## config.mk

```make
export PLATFORM = sky130hd
export DESIGN_NAME = address_generator
export DESIGN_NICKNAME = d
export VERILOG_FILES = /design/src/rtl/address_generator_pkg.sv /design/src/rtl/address_generator_lfsr_step.sv /design/src/rtl/address_generator.sv
export SDC_FILE = /design/constraint.sdc
export NUM_CORES = 1
export LEC_CHECK = 0
export ABC_AREA = 1
export CORE_AREA = 8 8 86 88
export CTS_CLUSTER_DIAMETER = 80
export DETAILED_ROUTE_END_ITERATION = 8
export DIE_AREA = 0 0 94 96
export GPL_ROUTABILITY_DRIVEN = 0
export GPL_TIMING_DRIVEN = 0
export PLACE_DENSITY = 0.49
export SETUP_SLACK_MARGIN = 0.5
export SLEW_MARGIN = 0
export SYNTH_ARGS = -nofsm -noshare
export SYNTH_HDL_FRONTEND = slang
export SYNTH_SLANG_ARGS = --single-unit
```

## constraint.sdc

```tcl
create_clock -name clk -period 3.3 [get_ports clk]
set_clock_uncertainty 0.05 [all_clocks]
set_input_delay 0.66 -clock clk [delete_from_list [all_inputs] [get_ports clk]]
set_output_delay 0.66 -clock clk [all_outputs]
set_load 0.02 [all_outputs]
```

## src/rtl/address_generator_pkg.sv

```systemverilog
`default_nettype none
// ============================================================================
//  Module      : address_generator_pkg
//  Description : Shared mode codes, defaults and LFSR tap table for the
//                BIST address generator.
//  Revision    : 1.0 - initial release
// ============================================================================
package address_generator_pkg;

    localparam logic [1:0] ADMD_LIUD = 2'b00;
    localparam logic [1:0] ADMD_PRUD = 2'b01;
    localparam logic [1:0] ADMD_AC   = 2'b10;
    localparam logic [1:0] ADMD_RC   = 2'b11;

    localparam logic ADDR_UP = 1'b0;

    localparam int DEFAULT_ADDR_WIDTH = 8;
    localparam int ADMD_PR_SEED       = 1;

    // Maximal-length tap masks over count[w-1:0]; bit w-1 is always set,
    // which the reverse LFSR step relies on.
    function automatic logic [15:0] default_pr_taps(input int w);
        logic [15:0] taps;
        case (w)
            4:       taps = 16'h000C;
            5:       taps = 16'h0014;
            6:       taps = 16'h0030;
            7:       taps = 16'h0060;
            8:       taps = 16'h00B8;
            9:       taps = 16'h0110;
            10:      taps = 16'h0240;
            11:      taps = 16'h0500;
            12:      taps = 16'h0829;
            13:      taps = 16'h100D;
            14:      taps = 16'h2015;
            15:      taps = 16'h6000;
            16:      taps = 16'hD008;
            default: taps = 16'h00B8;
        endcase
        return taps;
    endfunction

endpackage
`default_nettype wire

```

## src/rtl/address_generator_lfsr_step.sv

```systemverilog
`default_nettype none
// ============================================================================
//  Module      : addr_lfsr_step
//  Description : Combinational de Bruijn LFSR next state, forward or reverse.
//  Revision    : 1.0 - initial release
// ============================================================================
module addr_lfsr_step
    import address_generator_pkg::*;
#(
    parameter int                    ADDR_WIDTH = DEFAULT_ADDR_WIDTH,
    parameter logic [ADDR_WIDTH-1:0] PR_TAPS    = ADDR_WIDTH'(default_pr_taps(ADDR_WIDTH))
)(
    input  logic [ADDR_WIDTH-1:0] count_in,
    input  logic                  dir_in,
    output logic [ADDR_WIDTH-1:0] next_out
);

    logic                  fb_up;
    logic                  msb_dn;
    logic [ADDR_WIDTH-1:0] next_up;
    logic [ADDR_WIDTH-1:0] next_dn;

    always_comb begin
        // Zero-detect term splices the all-zero state into the cycle.
        fb_up   = (^(count_in & PR_TAPS)) ^ (count_in[ADDR_WIDTH-2:0] == '0);
        next_up = {count_in[ADDR_WIDTH-2:0], fb_up};

        // Reverse step solves the feedback equation for the shifted-out MSB.
        msb_dn  = count_in[0]
                ^ (^(count_in[ADDR_WIDTH-1:1] & PR_TAPS[ADDR_WIDTH-2:0]))
                ^ (count_in[ADDR_WIDTH-1:1] == '0);
        next_dn = {msb_dn, count_in[ADDR_WIDTH-1:1]};

        next_out = (dir_in == ADDR_UP) ? next_up : next_dn;
    end

endmodule
`default_nettype wire

```

## src/rtl/address_generator.sv

```systemverilog
`default_nettype none
// ============================================================================
//  Module      : address_generator
//  Description : Parametrised march-test address sequencer (linear, PR,
//                address-complement, row-fast) with last/done flags.
//  Revision    : 1.0 - initial release
// ============================================================================
module address_generator
    import address_generator_pkg::*;
#(
    parameter int                    ADDR_WIDTH = DEFAULT_ADDR_WIDTH,
    parameter int                    ROW_WIDTH  = 4,
    parameter logic [ADDR_WIDTH-1:0] PR_TAPS    = ADDR_WIDTH'(default_pr_taps(ADDR_WIDTH)),
    parameter logic [ADDR_WIDTH-1:0] PR_SEED    = ADDR_WIDTH'(ADMD_PR_SEED)
)(
    input  logic                  clk,
    input  logic                  rst,
    input  logic [1:0]            admd_in,
    input  logic                  updwn_in,
    input  logic                  start_in,
    input  logic                  step_in,
    output logic [ADDR_WIDTH-1:0] tas_out,
    output logic                  last_out,
    output logic                  done_out
);

    localparam int COLW = ADDR_WIDTH - ROW_WIDTH;

    logic [ADDR_WIDTH-1:0] count_q, count_d;
    logic [ADDR_WIDTH-1:0] first_q, first_d;
    logic                  done_q, done_d;

    logic [ADDR_WIDTH-1:0] pr_next_upd;
    logic [ADDR_WIDTH-1:0] pr_next_look;
    logic [ADDR_WIDTH-1:0] lin_next;
    logic [ADDR_WIDTH-1:0] next_upd;
    logic [ADDR_WIDTH-1:0] next_look;
    logic [ADDR_WIDTH-1:0] first_state;
    logic [ADDR_WIDTH-1:0] ac_base;
    logic                  last;

    addr_lfsr_step #(
        .ADDR_WIDTH (ADDR_WIDTH),
        .PR_TAPS    (PR_TAPS)
    ) u_lfsr_upd (
        .count_in (count_q),
        .dir_in   (updwn_in),
        .next_out (pr_next_upd)
    );

    // Separate copy keeps the last_out lookahead off the count-update mux.
    addr_lfsr_step #(
        .ADDR_WIDTH (ADDR_WIDTH),
        .PR_TAPS    (PR_TAPS)
    ) u_lfsr_look (
        .count_in (count_q),
        .dir_in   (updwn_in),
        .next_out (pr_next_look)
    );

    always_comb begin
        lin_next    = (updwn_in == ADDR_UP) ? (count_q + ADDR_WIDTH'(1))
                                            : (count_q - ADDR_WIDTH'(1));
        next_upd    = (admd_in == ADMD_PRUD) ? pr_next_upd  : lin_next;
        next_look   = (admd_in == ADMD_PRUD) ? pr_next_look : lin_next;
        first_state = (admd_in == ADMD_PRUD) ? PR_SEED
                    : ((updwn_in == ADDR_UP) ? '0 : '1);
        last        = (next_look == first_q);
    end

    always_comb begin
        count_d = count_q;
        first_d = first_q;
        done_d  = done_q;
        if (start_in) begin
            count_d = first_state;
            first_d = first_state;
            done_d  = 1'b0;
        end else if (step_in) begin
            count_d = next_upd;
            if (last) begin
                done_d = 1'b1;
            end
        end
    end

    always_ff @(posedge clk or negedge rst) begin
        if (!rst) begin
            count_q <= '0;
            first_q <= '0;
            done_q  <= 1'b0;
        end else begin
            count_q <= count_d;
            first_q <= first_d;
            done_q  <= done_d;
        end
    end

    always_comb begin
        ac_base = {1'b0, count_q[ADDR_WIDTH-1:1]};
        case (admd_in)
            ADMD_AC: tas_out = count_q[0] ? ~ac_base : ac_base;
            ADMD_RC: tas_out = {count_q[ROW_WIDTH-1:0], count_q[ROW_WIDTH +: COLW]};
            default: tas_out = count_q;
        endcase
    end

    assign last_out = last;
    assign done_out = done_q;

endmodule
`default_nettype wire

```

# Word level (Yosys, flattened, before mapping)
# Cells that the tools add are included.
# Widths: inputs -> output; s select.
# word_totals
word_cells	32
romBits	0
latch_bits	0
ram_bits	0
in_bits	7
memories	0
output_inout_bits	10
regBits	17
# classes
n_shift	0
n_addsub	2
eq_ne	4
n_div	0
muxes	12
n_mul	0
magnitude_cmp	0
n_reduce_logical	7
bitwise_logic	4
# op_table
cell	count
$mux 8	8
$pmux 8 s2	1
$logic_not 7->1	2
$add 8x1->8 const B	1
$eq 8x8->1	1
$not 7->8	1
$reduce_xor 8->1	1
$sub 8x1->8 const B	1
$reduce_xor 7->1	1
$eq 2x2->1 const B	2
$reduce_bool 2->1	2
$mux 1	3
$xor 1x1->1	3
$eq 2x1->1 const B	1
$reduce_and 2->1	1

# Logic depth before layout (Yosys ltp)
# logic_depth
word_depth	9
ltp_mapped	16
ltp_nobuf	16

# By module
# Synthesis repeated with hierarchy kept, for this count alone.
# hier_totals
hier_cells	308
area_unflattened_um2	1726.7
# by_module_without_submodules
mod	seq_area_each_um2	area_each_um2	cells_each	n_inst
address_generator	275.3	1266.2	206	1
addr_lfsr_step	0.0	230.2	51	2

# Worst setup path before layout
# No wires, ideal clock.
# synth_path
kind	input-to-output
startpoint	input port updwn_in
endpoint	output port last_out
required_ns	2.590
n_path_buf	0
path_stages	12
slack_ns	0.454
arrival_time_ns	2.136
cell_sequence	fa_1 or2_2 nand3_1 nand2_1 inv_1 nand2_1 nand2_1 nand2_1 inv_1 nand2_1 nor2_1 and2_1
# synth_via
elab_chain_cells	3
elab_cells_between_ends	4
classes_between	1 x eq/ne; 3 x mux
# synth_rtl
element	line	rtl
start, declared	address_generator.sv:19	input logic updwn_in,
$mux 8, on equally long branches	address_generator.sv:62, address_generator_lfsr_step.sv:34	
$mux 8 *	address_generator.sv:65	next_look = (admd_in == ADMD_PRUD) ? pr_next_look : lin_next;
$eq 8x8->1 *	address_generator.sv:68	last = (next_look == first_q);
end, declared	address_generator.sv:23	output logic last_out,
# Mark *: on every way between the ends. The rest lies on a longest branch, timed or not.

# Worst setup path after layout
# layout_path
startpoint	input port updwn_in
endpoint	register count_q[2]
# layout_via
elab_chain_cells	4
elab_cells_between_ends	7
classes_between	7 x mux
# layout_rtl
element	line	rtl
$mux 8, on equally long branches	address_generator.sv:62, address_generator_lfsr_step.sv:34	
$mux 8	address_generator.sv:64	next_upd = (admd_in == ADMD_PRUD) ? pr_next_upd : lin_next;
$mux 8	address_generator.sv:79	end else if (step_in) begin
$mux 8 *	address_generator.sv:75	if (start_in) begin
end signal, assigned	address_generator.sv:93	count_q <= count_d;
end, declared	address_generator.sv:29	logic [ADDR_WIDTH-1:0] count_q, count_d;
# Mark *: on every way between the ends. The rest lies on a longest branch, timed or not. The select of a mux whose other input is x is not followed.
# A chain may end at the register's enable or synchronous reset.

==> flow_summary.ini <==
[run_status]
status = finished, final reports clean

[logic_synthesis]
synth_xor_xnor_area_share = 0
synth_top_family_by_area = simple AND/OR/NAND/NOR gates
ys_warn_count = 0
muxShareOfSynthArea = 0
yosys.area_share.simple = 0.3941
synthAdderAreaFrac = 0.09122
syn_nets = 256
ys_types = 28
synthCells = 239
synth-compound-area-share = 0.1807
ys_ff_latch = 11
synth_area_per_cell_um2 = 6.083
seq_area_frac_synth = 0.1893
syn-cell-area_um2 = 1454

[sta]
fmax_mhz = 338.8
tightest_slew_ps = 524.4
setup_ws_ps = 348.4
relSlewSlack = 0.6493
rsz0062_at_grt = true
setup_viol = 0
post-route-period-util = 0.8944
drv_slew = 0
timing.final.crit_period_ps = 2952
hold_viol = 0

[die]
initial_core_util = 0.2385
pin_count = 17
rows = 29
dieArea_um2 = 9024
die_w_um = 94
core-area_um2 = 6096
die_y_um = 96

[setup_path]
rrSetupSlack_ps = 440
cp.required_ps = 3400
crit_arrival_ps = 3050
cp-end-kind = flip-flop
reg2reg_depth = 18
worstSetupStartpointType = primary input
critPathKind = in -> reg
r2r-end = count_q[2]$_DFFE_PN0P_
crit_fanout = 8
r2r_start = count_q[1]$_DFFE_PN0P_

[routing]
drc = 0
drt_iter0_drc = 70
wirelength_mm = 4.596
viasPerCell = 4.662
ant_nets = 0
wire_per_inst_um = 12.84
drt_pass1_iterations = 4
num_vias = 1669

[grt]
grt_start_max_net_pins = 12
grt_usage = 0.1039
antenna_found_initial = 0
grt_pass1_wl_mm = 7.541
grt_pass1_vias = 1606
overflow = 0

[cells_and_area]
final_common_cell = nand2_1
utilization = 0.3420
mostFrequentLayoutCells = 69 x nand2_1, 32 x inv_1, 23 x nand3_1
area_growth_pct = 43.37
stdcell_count = 358
postLayoutCellArea_um2 = 2085
nFillCells = 677
fin_nets = 299
antenna_cells = 0
layout-drive-gt1-share = 0.2776

[clock_network]
htree_levels = 1
cts.sinks = 11
clock_latency_ps = 240
clockBufferDepth = 2
cts_buffers = 3
cts_hold_buf = 0
root_buffer = clkbuf_8
clk_pin_slew_ps = 50
cts_tree = built

[worst_hold_path]
hold_path.startpoint = done_out$_DFFE_PN0P_
hold_path_depth = 2
worstHoldEndpoint = done_out$_DFFE_PN0P_
hold_path_class = reg -> reg

[place]
dpl.cell_count = 331
place_ws_ps = -923.0
hpwlAfterDp_mm = 3.350
placed_area_um2 = 1703
io_buffer_count = 15

[power_and_ir_drop]
p_leak_nw = 1.065
total_power_w = 0.0008998
power.density_nw_per_um2 = 431.7
vdd.ir_drop.worst_mv = 0.2887

[flow_run]
drv_cap = 0
==> Yosys cell counts, drive strengths merged <==
| master | count | area share |
|---|---|---|
| buf | 4 | 0.031 |
| or2 | 1 | 0.0043 |
| nor2 | 18 | 0.046 |
| inv | 40 | 0.11 |
| fa | 1 | 0.014 |
| nand3 | 29 | 0.10 |
| o221ai | 10 | 0.060 |
| clkbuf | 1 | 0.0026 |
| clkinv | 1 | 0.0026 |
| o211ai | 3 | 0.015 |
| and2 | 1 | 0.0043 |
| a22oi | 3 | 0.015 |
| dfrtp | 11 | 0.19 |
| nand3b | 1 | 0.0052 |
| nand4 | 3 | 0.013 |
| nor3 | 1 | 0.0034 |
| a21oi | 13 | 0.053 |
| o21ai | 10 | 0.037 |
| ha | 9 | 0.077 |
| nand2 | 79 | 0.21 |
==> flip-flops by register name, indices dropped and copies added (netlist names) <==
name	cells
count_q	8
first_q	2
done_out	1
==> worst max-delay path, cell delays in order <==
cell and delay [ps]:
buf_12 130, fa_2 400, buf_6 140, nand2_1 70
nand3_2 80, nand2_2 90, inv_2 40, buf_4 120
buf_4 120, buf_4 120, buf_4 130, buf_4 120
buf_4 120, buf_4 120, buf_4 120, buf_4 120
buf_4 120, buf_4 120, o221ai_2 120
==> power breakdown <==
part | leakage, nW | total [W] | internal, W | switching [W]
clock | 0.0228 | 0.000133 | 0.0000847 | 0.0000488
combinational | 0.910 | 0.000576 | 0.000263 | 0.000313
sequential | 0.132 | 0.000191 | 0.000154 | 0.0000362
==> metal layers <==
layer  track usage  routed length (um)  vias up
met5             0                   0        -
met4       0.03699                  51        0
met3      0.004680                 130        4
met2        0.1762                2242       28
met1        0.1371                2171      761
li1              -                   -      876
==> worst max-delay path by stage <==
stage              from                     end  slack, ps  cells past startpoint
3_5_place_dp   updwn_in                last_out       -920                     14
5_1_grt        updwn_in                last_out        270                     14
3_3_place_gp   updwn_in                last_out       -910                     14
4_1_cts        updwn_in                last_out        380                     14
2_1_floorplan  updwn_in                last_out        500                     12
6_report       updwn_in  count_q[2]$_DFFE_PN0P_        350                     19
==> area by class of cell <==
cell class | instances | area (um2) | area share
Timing Repair Buffer | 38 | 336.6 | 0.1615
Sequential cell | 11 | 279.0 | 0.1339
Inverter | 41 | 167.7 | 0.08043
Buffer | 5 | 58.81 | 0.02821
Clock buffer | 4 | 45.04 | 0.02161
Multi-Input combinational cell | 182 | 1101 | 0.5282
Tap cell | 77 | 96.34 | 0.04622
==> metrics by stage <==
stage          hold slack, ps  TNS, ps
6_report                437.3        0
5_1_grt                 500.1        0
4_1_cts                 438.3        0
3_5_place_dp            427.4   -923.0
3_3_place_gp            421.9   -912.5
2_1_floorplan           314.4        0
==> cell families (layout without fill, tap and decap cells) <==
logic type	after synthesis	count (layout)
AND/OR/NAND/NOR	133	133
AO/OA/AOI/OAI	39	39
adder cells (fa/ha/maj)	10	10
flip-flops	11	11
buffers and inverters	46	88
==> what timing repair did <==
action / in CTS / in global routing
endpoints found under the setup margin: 10 / 6
buffers inserted: 19 / 4
gates resized for setup: 40 / 20
pin swaps: 9 / 11
Note: power is estimated with default switching activity, not from simulation.
